File: src/rtl/branch_pkg.sv
// Shared types and constants for the branch mispredict flush controller.
package branch_pkg;

  typedef enum logic [1:0] {
    StIdle     = 2'd0,
    StFlush    = 2'd1,
    StRedirect = 2'd2
  } state_e;

  // Wide enough for the largest legal FlushCycles-1 (14).
  localparam int unsigned FlushCntWidth = 4;

  function automatic logic is_mispredict(input logic valid, input logic pred, input logic act);
    return valid && (pred != act);
  endfunction

endpackage

File: src/rtl/sat_counter.sv
// Up-counter that sticks at its all-ones value instead of wrapping.
module sat_counter #(
  parameter int unsigned Width = 16
) (
  input  logic             clk,
  input  logic             rstn,
  input  logic             inc,
  output logic [Width-1:0] count
);

  logic [Width-1:0] count_q;

  always_ff @(posedge clk) begin
    if (!rstn) begin
      count_q <= '0;
    end else if (inc && (count_q != {Width{1'b1}})) begin
      count_q <= count_q + Width'(1);
    end
  end

  assign count = count_q;

endmodule

File: src/rtl/branch_flush_ctrl.sv
// Mispredict recovery: holds flush for FlushCycles, then offers the corrected PC to fetch.
module branch_flush_ctrl
  import branch_pkg::*;
#(
  parameter int unsigned WordSize    = 32,
  parameter int unsigned FlushCycles = 2,
  parameter int unsigned CntWidth    = 16
) (
  input  logic                clk,
  input  logic                rstn,
  input  logic                resolve_valid,
  input  logic                pred_taken,
  input  logic                act_taken,
  input  logic [WordSize-1:0] npc_corr,
  input  logic                redirect_ready,
  output logic                flush,
  output logic                stall_fetch,
  output logic                redirect_valid,
  output logic [WordSize-1:0] redirect_pc,
  output logic                busy,
  output logic [CntWidth-1:0] branch_cnt,
  output logic [CntWidth-1:0] mispred_cnt
);

  localparam logic [FlushCntWidth-1:0] FlushLoad = FlushCntWidth'(FlushCycles - 1);

  state_e                   state_q;
  logic [FlushCntWidth-1:0] flush_cnt_q;
  logic                     accept;
  logic                     accept_mispred;

  // Resolves outside IDLE belong to squashed instructions.
  assign accept         = (state_q == StIdle) && resolve_valid;
  assign accept_mispred = (state_q == StIdle) &&
                          is_mispredict(resolve_valid, pred_taken, act_taken);

  // Outputs are registered alongside the state so no input reaches an output combinationally.
  always_ff @(posedge clk) begin
    if (!rstn) begin
      state_q        <= StIdle;
      flush_cnt_q    <= '0;
      redirect_pc    <= '0;
      flush          <= 1'b0;
      stall_fetch    <= 1'b0;
      redirect_valid <= 1'b0;
      busy           <= 1'b0;
    end else begin
      unique case (state_q)
        StIdle: begin
          if (accept_mispred) begin
            state_q     <= StFlush;
            flush_cnt_q <= FlushLoad;
            redirect_pc <= npc_corr;
            flush       <= 1'b1;
            stall_fetch <= 1'b1;
            busy        <= 1'b1;
          end
        end
        StFlush: begin
          if (flush_cnt_q == '0) begin
            state_q        <= StRedirect;
            flush          <= 1'b0;
            redirect_valid <= 1'b1;
          end else begin
            flush_cnt_q <= flush_cnt_q - FlushCntWidth'(1);
          end
        end
        StRedirect: begin
          if (redirect_ready) begin
            state_q        <= StIdle;
            redirect_valid <= 1'b0;
            stall_fetch    <= 1'b0;
            busy           <= 1'b0;
          end
        end
        default: begin
          state_q        <= StIdle;
          flush          <= 1'b0;
          stall_fetch    <= 1'b0;
          redirect_valid <= 1'b0;
          busy           <= 1'b0;
        end
      endcase
    end
  end

  sat_counter #(
    .Width (CntWidth)
  ) u_branch_cnt (
    .clk   (clk),
    .rstn  (rstn),
    .inc   (accept),
    .count (branch_cnt)
  );

  sat_counter #(
    .Width (CntWidth)
  ) u_mispred_cnt (
    .clk   (clk),
    .rstn  (rstn),
    .inc   (accept_mispred),
    .count (mispred_cnt)
  );

endmodule

File: config.mk
export PLATFORM = sky130hd
export DESIGN_NAME = branch_flush_ctrl
export DESIGN_NICKNAME = d
export VERILOG_FILES = /design/src/rtl/branch_pkg.sv /design/src/rtl/sat_counter.sv /design/src/rtl/branch_flush_ctrl.sv
export SDC_FILE = /design/constraint.sdc
export NUM_CORES = 1
export LEC_CHECK = 0
export BUFFER_PORTS_ARGS = -buffer_cell sky130_fd_sc_hd__buf_2
export CAP_MARGIN = 30
export CORE_ASPECT_RATIO = 1.2
export CORE_MARGIN = 5
export CORE_UTILIZATION = 50
export DETAILED_ROUTE_END_ITERATION = 8
export HOLD_SLACK_MARGIN = 0.12
export MAX_ROUTING_LAYER = met4
export PLACE_DENSITY_LB_ADDON = 0.1
export REMOVE_ABC_BUFFERS = 1
export SLEW_MARGIN = 10
export SYNTH_ARGS = -nofsm -noshare
export SYNTH_HDL_FRONTEND = slang
export SYNTH_SLANG_ARGS = --single-unit
export TNS_END_PERCENT = 1
File: constraint.sdc
create_clock -name clk -period 2.1 [get_ports clk]
set_input_delay 0.21 -clock clk [delete_from_list [all_inputs] [get_ports clk]]
set_output_delay 0.21 -clock clk [all_outputs]
set_load 0.05 [all_outputs]
==> results by group, run 1 <==
Cells and area
  – Diode count: 0
  – Post-layout util: 70.9%
  – Fin cells: 595
  – Most frequent cells in the layout: 105 x buf_2, 84 x nand2_1, 73 x dfxtp_1, 40 x nor2_1, 39 x a21oi_1
  – Layout cell share with drive strength beyond 1: 28.8%
  – # nets final: 550
  – Commonest non-fill, non-tap cell in the layout: buf_2
  – Area Growth Syn to Fin: 38.0%

Placement
  – DPL Wire Length: 5670 um
  – Port bufs: 105
  – Gpl congestion: 0.892
  – Inst Count DP: 548

Synth
  – YS warnings: 0
  – Register bit total from synthesis: 73
  – Post-Syn Instances: 367
  – Netlist cell types: 51
  – Post-synth top flop: dfxtp_1
  – FFs w/ async S/R, synth: 0%
  – Post-synth EDFFs: 0
  – Avg Inst Size Synth: 8.48 sq um
  – Post-synthesis sequential area ratio: 47.0%
  – Mapped Area: 0.00311 sq mm

STA
  – Unrepaired setup endpoints after global routing: no
  – Slew Viols, Final: 0
  – Normalized max-slew margin: 66.4%
  – Fin. Hold Viols: 0
  – Worst-margin pin slew: 500 ps
  – Clk_skew: 7.62 ps
  – F_max: 0.521 GHz
  – Final Cycle Share: 91.4%
  – Setup tns final: 0 ps
  – Post-layout min period: 1920 ps
  – Final setup viols: 0

GRT
  – Global-route wire length before repair: 13100 um
  – GRT overflow: 0
  – GRT Resource Usage Total: 21.9%
  – Largest net degree at the start of global routing: 28
  – Via count of the first global-routing pass: 2935
  – Number of antenna violations at the first check in global routing: 0

Setup path
  – RR Endpoint: u_branch_cnt.count[10]
  – Crit path required time: 2310 ps
  – Path depth of the worst reg2reg path: 5
  – Crit path DAT: 2130 ps
  – Reg2reg setup slack: 180 ps
  – Setup CP Type: flop to flop
  – Worst setup EP type: flop
  – Startpoint type of the worst setup path: flop
  – Critical Path Fanout Max: 6
  – Reg2reg start: state_q[0]

Floorplanning
  – Core area: 0.00605 sq mm
  – Initial core utilization: 51.4%
  – Die width: 82 um
  – Die area: 0.00790 sq mm
  – Std cell rows: 31
  – Die Ht: 96.4 um
  – IO Pins: 106

Min path
  – Hold depth: 3
  – Hold WC Path Type: input port to flop
  – Hold Startpoint: npc_corr[12]
  – Hold EP: redirect_pc[12]

Clock tree
  – Clk root buf: clkbuf_8
  – Post-CTS sizing: 0
  – Clock slew at reported path FFs: 80 ps
  – CTS H-tree lvls: 3
  – Maximum clock path buffer count: 2
  – Clk sink count: 73
  – Worst-Skew Late Latency: 340 ps
  – CTS tree: built
  – CTS Buf Count: 9

Drt
  – Drt pass-1 iters: 4
  – WL final: 8220 um
  – DR vias/cell: 5.13
  – DRT antenna net count: 0
  – DRT iter0 DRCs: 92
  – DRC: 0
  – DR WL/cell: 13.8 um
  – Via Count: 3055

Pwr
  – Pwr Total: 3.34 mW
  – VDD IR max: 0.000383 V
  – Leakage: 1.91 nW
  – Power Density: 779 mW/mm^2

Flow run
  – Max_cap viols: 0

Outcome
  – Outcome: finished, final reports clean
-- critical path: stages, from the launching register on --
cell and delay, ps:
dfxtp_1 370, or3b_1 580, or3_4 470, nor2_1 120
mux2i_1 190, nor2_1 60
-- routing by layer --
| layer | GRT usage, % | share of wire, % | vias to the layer above |
|---|---|---|---|
| met5 | - | 0 | - |
| li1 | - | - | 1535 |
| met4 | 10.7 | 1.3 | 0 |
| met2 | 37.1 | 48 | 116 |
| met3 | 3.90 | 6.8 | 8 |
| met1 | 24.9 | 44 | 1396 |
-- area by class of cell --
type	count	area (sq um)
sequential	73	1460
multi-input combinational	270	1540
timing repair buffer	148	926
fill	487	1760
clock buffer	9	124
clock inverter	7	118
inverter	6	22.5
tap	82	103
-- cell usage after synthesis, drive strengths merged (3+ instances only) --
cell    count  share of area, %
dfxtp      73                47
ha          4               1.6
nor4        5               1.4
or3         3              0.76
mux2i       4               1.3
nand2      84                10
nor3        7               1.5
nand2b      3              0.60
xor2       12               3.4
buf        10               1.9
inv         6              0.72
nor2       41               5.5
clkbuf      8              0.97
nand4      13               3.0
a21oi      39               6.3
nand3       8               1.3
xnor2       9               2.8
or4         3              0.84
o21ai       8               1.3
-- what timing repair did --
| action | CTS | global route |
|---|---|---|
| hold buffers | 31 | 0 |
| buffers inserted | 0 | 0 |
| endpoints found under the hold margin | 31 | 0 |
-- flip-flops by register name, indices dropped and copies added (netlist names) --
| name | cells |
|---|---|
| flush | 1 |
| state_q | 2 |
| redirect_pc | 32 |
| redirect_valid | 1 |
| u_branch_cnt.count | 16 |
| u_mispred_cnt.count | 16 |
| busy | 1 |
| flush_cnt_q | 4 |
-- report_power, final --
part / switching (mW) / leakage, nW / internal (mW) / total [mW]
logic: 0.370 / 1.20 / 0.178 / 0.548
registers: 0.0390 / 0.593 / 1.44 / 1.48
clock network: 0.523 / 0.124 / 0.791 / 1.31
-- logic make-up after synthesis --
kind of cell,synth area share (%)
AND/OR/NAND/NOR,29.5
buffers and inverters,3.54
multiplexers,1.29
flip-flops,47.0
adder cells (fa/ha/maj),1.61
XOR/XNOR,6.15
AO/OA/AOI/OAI,10.9
-- worst max-delay path by stage --
stage,from,endpoint,slack (ps),cells after the start
5_1_grt,u_mispred_cnt.count[0],u_mispred_cnt.count[7],60,6
3_3_place_gp,state_q[0],u_branch_cnt.count[10],230,5
4_1_cts,state_q[0],u_branch_cnt.count[10],170,5
6_report,state_q[0],u_branch_cnt.count[10],180,5
2_1_floorplan,state_q[0],u_mispred_cnt.count[5],-100,5
3_5_place_dp,state_q[0],u_branch_cnt.count[10],180,5
-- stage by stage --
stage               area [sq um]  hold WS [ps]  setup WS, ps
floorplan                   3020           343         -95.9
global placement            3740           438           230
detailed placement          3740           444           185
CTS                         4290           134           174
global route                4290           161          56.3
finish                      4290           149           181
Power figures use the tool's default switching activity.
==> run 2: changes to the inputs <==
- ABC_AREA: unset -> 1
- CORE_UTILIZATION: 50 -> 51
==> results by group, run 2 <==
Outcome
  – Outcome: finished, final reports clean

Drt
  – Via Count: 3690 (+21%)
  – DR WL/cell: 13.1 um (-5.5%)
  – WL final: 9470 um (+15%)
  – DRT iter0 DRCs: 148 (+61%)
  – DR vias/cell: 5.09 (-0.87%)
  – DRC: 0 (unchanged)
  – DRT antenna net count: 0 (unchanged)
  – Drt pass-1 iters: 5 (+1)

Placement
  – Pre-CTS setup slack: 416 ps (+231 ps)
  – Port bufs: 105 (unchanged)
  – DPL Wire Length: 6300 um (+11%)
  – Gpl congestion: 0.865 (-3.0%)

Cells and area
  – Reg with most FFs: redirect_pc
  – Commonest non-fill, non-tap cell in the layout: nor2_1
  – Register area: 0.00146 sq mm (unchanged)
  – Diode count: 0 (unchanged)
  – Most frequent cells in the layout: 146 x nor2_1, 105 x nand2_1, 105 x buf_2, 73 x dfxtp_1, 35 x o21ai_0
  – FILL cells: 527 (+8.2%)
  – Area Growth Syn to Fin: 33.4%
  – Max FFs per register: 32 (unchanged)
  – Layout cell share with drive strength beyond 1: 22.3% (-6.5 points)
  – # nets final: 677 (+23%)
  – Multi-input gate area: 0.00172 sq mm (+12%)
  – Post-layout util: 69.8% (-1.1 points)

Floorplanning
  – Die width: 84.3 um (+2.7%)
  – Initial core utilization: 52.3% (+0.94 points)
  – Die area: 0.00835 sq mm (+5.6%)
  – IO Pins: 106 (unchanged)
  – Die Ht: 99.1 um (+2.8%)
  – Std cell rows: 32 (+3.2%)
  – Core area: 0.00645 sq mm (+6.5%)

Clock tree
  – CTS tree: built
  – Clk sink count: 73 (unchanged)
  – Clock slew at reported path FFs: 80 ps (about the same)
  – CTS H-tree lvls: 3 (unchanged)
  – Clk root buf: clkbuf_8
  – Worst-Skew Late Latency: 340 ps (about the same)
  – Maximum clock path buffer count: 2 (unchanged)
  – CTS Buf Count: 9 (unchanged)
  – Post-CTS sizing: 0 (unchanged)

Synth
  – Post-synth top flop: dfxtp_1
  – Yosys top cell by area: dfxtp_1
  – Post-synth EDFFs: 0 (unchanged)
  – Register bit total from synthesis: 73 (unchanged)
  – Area contributors post-synth: dfxtp_1 43%, nor2_1 16%, nand2_1 12%
  – Netlist cell types: 32 (-37%)
  – Top cells by count, synth: 146 x nor2_1, 105 x nand2_1, 73 x dfxtp_1
  – Post-synthesis sequential area ratio: 43.3% (-3.7 points)
  – YS warnings: 0 (unchanged)
  – Avg Inst Size Synth: 6.75 sq um (-20%)
  – Mapped Area: 0.00337 sq mm (+8.5%)
  – Post-synth top area share: 43.3% (-3.7 points)
  – FFs w/ async S/R, synth: 0% (unchanged)
  – Most frequent cell after synthesis: nor2_1
  – Post-Syn Instances: 500 (+36%)

GRT
  – GRT Resource Usage Total: 23.5% (+1.5 points)
  – Global-route wire length before repair: 15900 um (+21%)
  – Number of antenna violations at the first check in global routing: 0 (unchanged)
  – Via count of the first global-routing pass: 3532 (+20%)
  – GRT overflow: 0 (unchanged)
  – Largest net degree at the start of global routing: 35 (+25%)

STA
  – Slew Viols, Final: 0 (unchanged)
  – Final Cycle Share: 81.9% (-9.5 points)
  – Normalized max-slew margin: 64.6% (-1.8 points)
  – F_max: 0.581 GHz (+12%)
  – Worst-margin pin slew: 531 ps (+31.2 ps)
  – Hold_ws: 184 ps (+35.7 ps)
  – Setup tns final: 0 ps (unchanged)
  – Clk_skew: 8.19 ps (+0.568 ps)
  – Post-layout min period: 1720 ps (-199 ps)
  – Fin. Hold Viols: 0 (unchanged)
  – Final setup viols: 0 (unchanged)
  – Unrepaired setup endpoints after global routing: no
  – Final Worst Setup Slack: 380 ps (+199 ps)

Setup path
  – Crit path DAT: 1960 ps (-170 ps)
  – Crit path required time: 2340 ps (+30 ps)
  – Crit path from: u_mispred_cnt.count[0]
  – Reg2reg start: u_mispred_cnt.count[0]
  – Setup CP Type: flop to flop
  – Startpoint type of the worst setup path: flop
  – Critical Path Fanout Max: 10 (+4)
  – Worst setup EP type: flop

Pwr
  – Leakage: 2.10 nW (+9.5%)
  – Gate power share: 19.6% (+3.2 points)
  – VDD IR max: 0.000582 V (+52%)
  – Switching share of power: 31.4% (+3.6 points)
  – P_sw: 1.07 mW (+15%)
  – Power Density: 756 mW/mm^2 (-2.9%)
  – Sequential group share of total power: 44.5% (+0.2 points)
  – Clock share of power: 36.0% (-3.3 points)
  – Int Pwr: 2.33 mW (-3.3%)

Min path
  – Hold WC Path Type: input port to flop
  – Hold Startpoint: redirect_ready

Flow run
  – Max_cap viols: 0 (unchanged)
run 2: changes by cell type in the layout (fill, tap and decap cells not counted), moves of 5 or more:
cell,change
nor2_4,+5
nand3_1,+22
xor2_1,-11
buf_4,-10
nor2_1,+106
nand4_1,-5
o21ai_0,+30
a21oi_1,-15
xnor2_1,-8
inv_1,+21
nand2_1,+21
run 2: cell type report:
type	count	share of cell area, %
Multi-Input combinational cell	381	38.2
Clock inverter	6	2.03
Sequential cell	73	32.5
Clock buffer	10	2.84
Timing Repair Buffer	140	19.6
Tap cell	85	2.36
Inverter	30	2.56
run 2: worst max-delay path, cell delays in order, from the launching register on:
cell and delay (ps):
dfxtp_1 370, ha_1 280, nand2_1 120, nor2_2 60, nand2_2 150, nor2_4 60
nor2_2 330, nand3_1 130, nand2_1 80, nor2_1 40
run 2: cell families after synthesis:
group,share of synthesized area [%]
flops,43.3
compound gates,10.6
xor+xnor,0.260
buf+inv,5.78
fa+ha+maj,1.48
simple gates,38.5
run 2: final timing paths:
check | endpoint | slack (ps) | depth (start not counted)
setup / recovery | u_mispred_cnt.count[3] | 380 | 9
hold / removal | state_q[1] | 180 | 3
setup reg to reg | u_mispred_cnt.count[3] | 380 | 9
hold reg to reg | busy | 470 | 2
run 2: metrics by stage:
step / total power, mW / cell area (sq um) / std cells
after floorplan: 1.97 / 3290 / 484
after global placement: 2.14 / 3960 / 677
after detailed placement: 2.15 / 3960 / 677
after CTS: 3.41 / 4500 / 725
after global routing: 3.54 / 4500 / 725
final: 3.40 / 4500 / 725
run 2: metal layers:
metal | wire length (um) | track usage, % | share of wire [%] | up-vias
li1 | - | - | - | 1866
met1 | 4080 | 27.7 | 43 | 1689
met2 | 4600 | 38.9 | 49 | 121
met3 | 673 | 5.55 | 7.1 | 14
met4 | 119 | 8.66 | 1.3 | 0
met5 | 0 | - | 0 | -
run 2: power by group through the flow:
stage | logic [mW] | registers (mW) | clock network (mW)
floorplan | 0.180 | 1.79 | 0
global placement | 0.604 | 1.54 | 0
detailed placement | 0.612 | 1.54 | 0
CTS | 0.658 | 1.51 | 1.24
global route | 0.720 | 1.52 | 1.30
finish | 0.666 | 1.51 | 1.22
run 2: timing repair:
| action | CTS | global route |
|---|---|---|
| hold endpoints to repair | 32 | 0 |
| hold buffers | 32 | 0 |
| setup buffers | 0 | 0 |
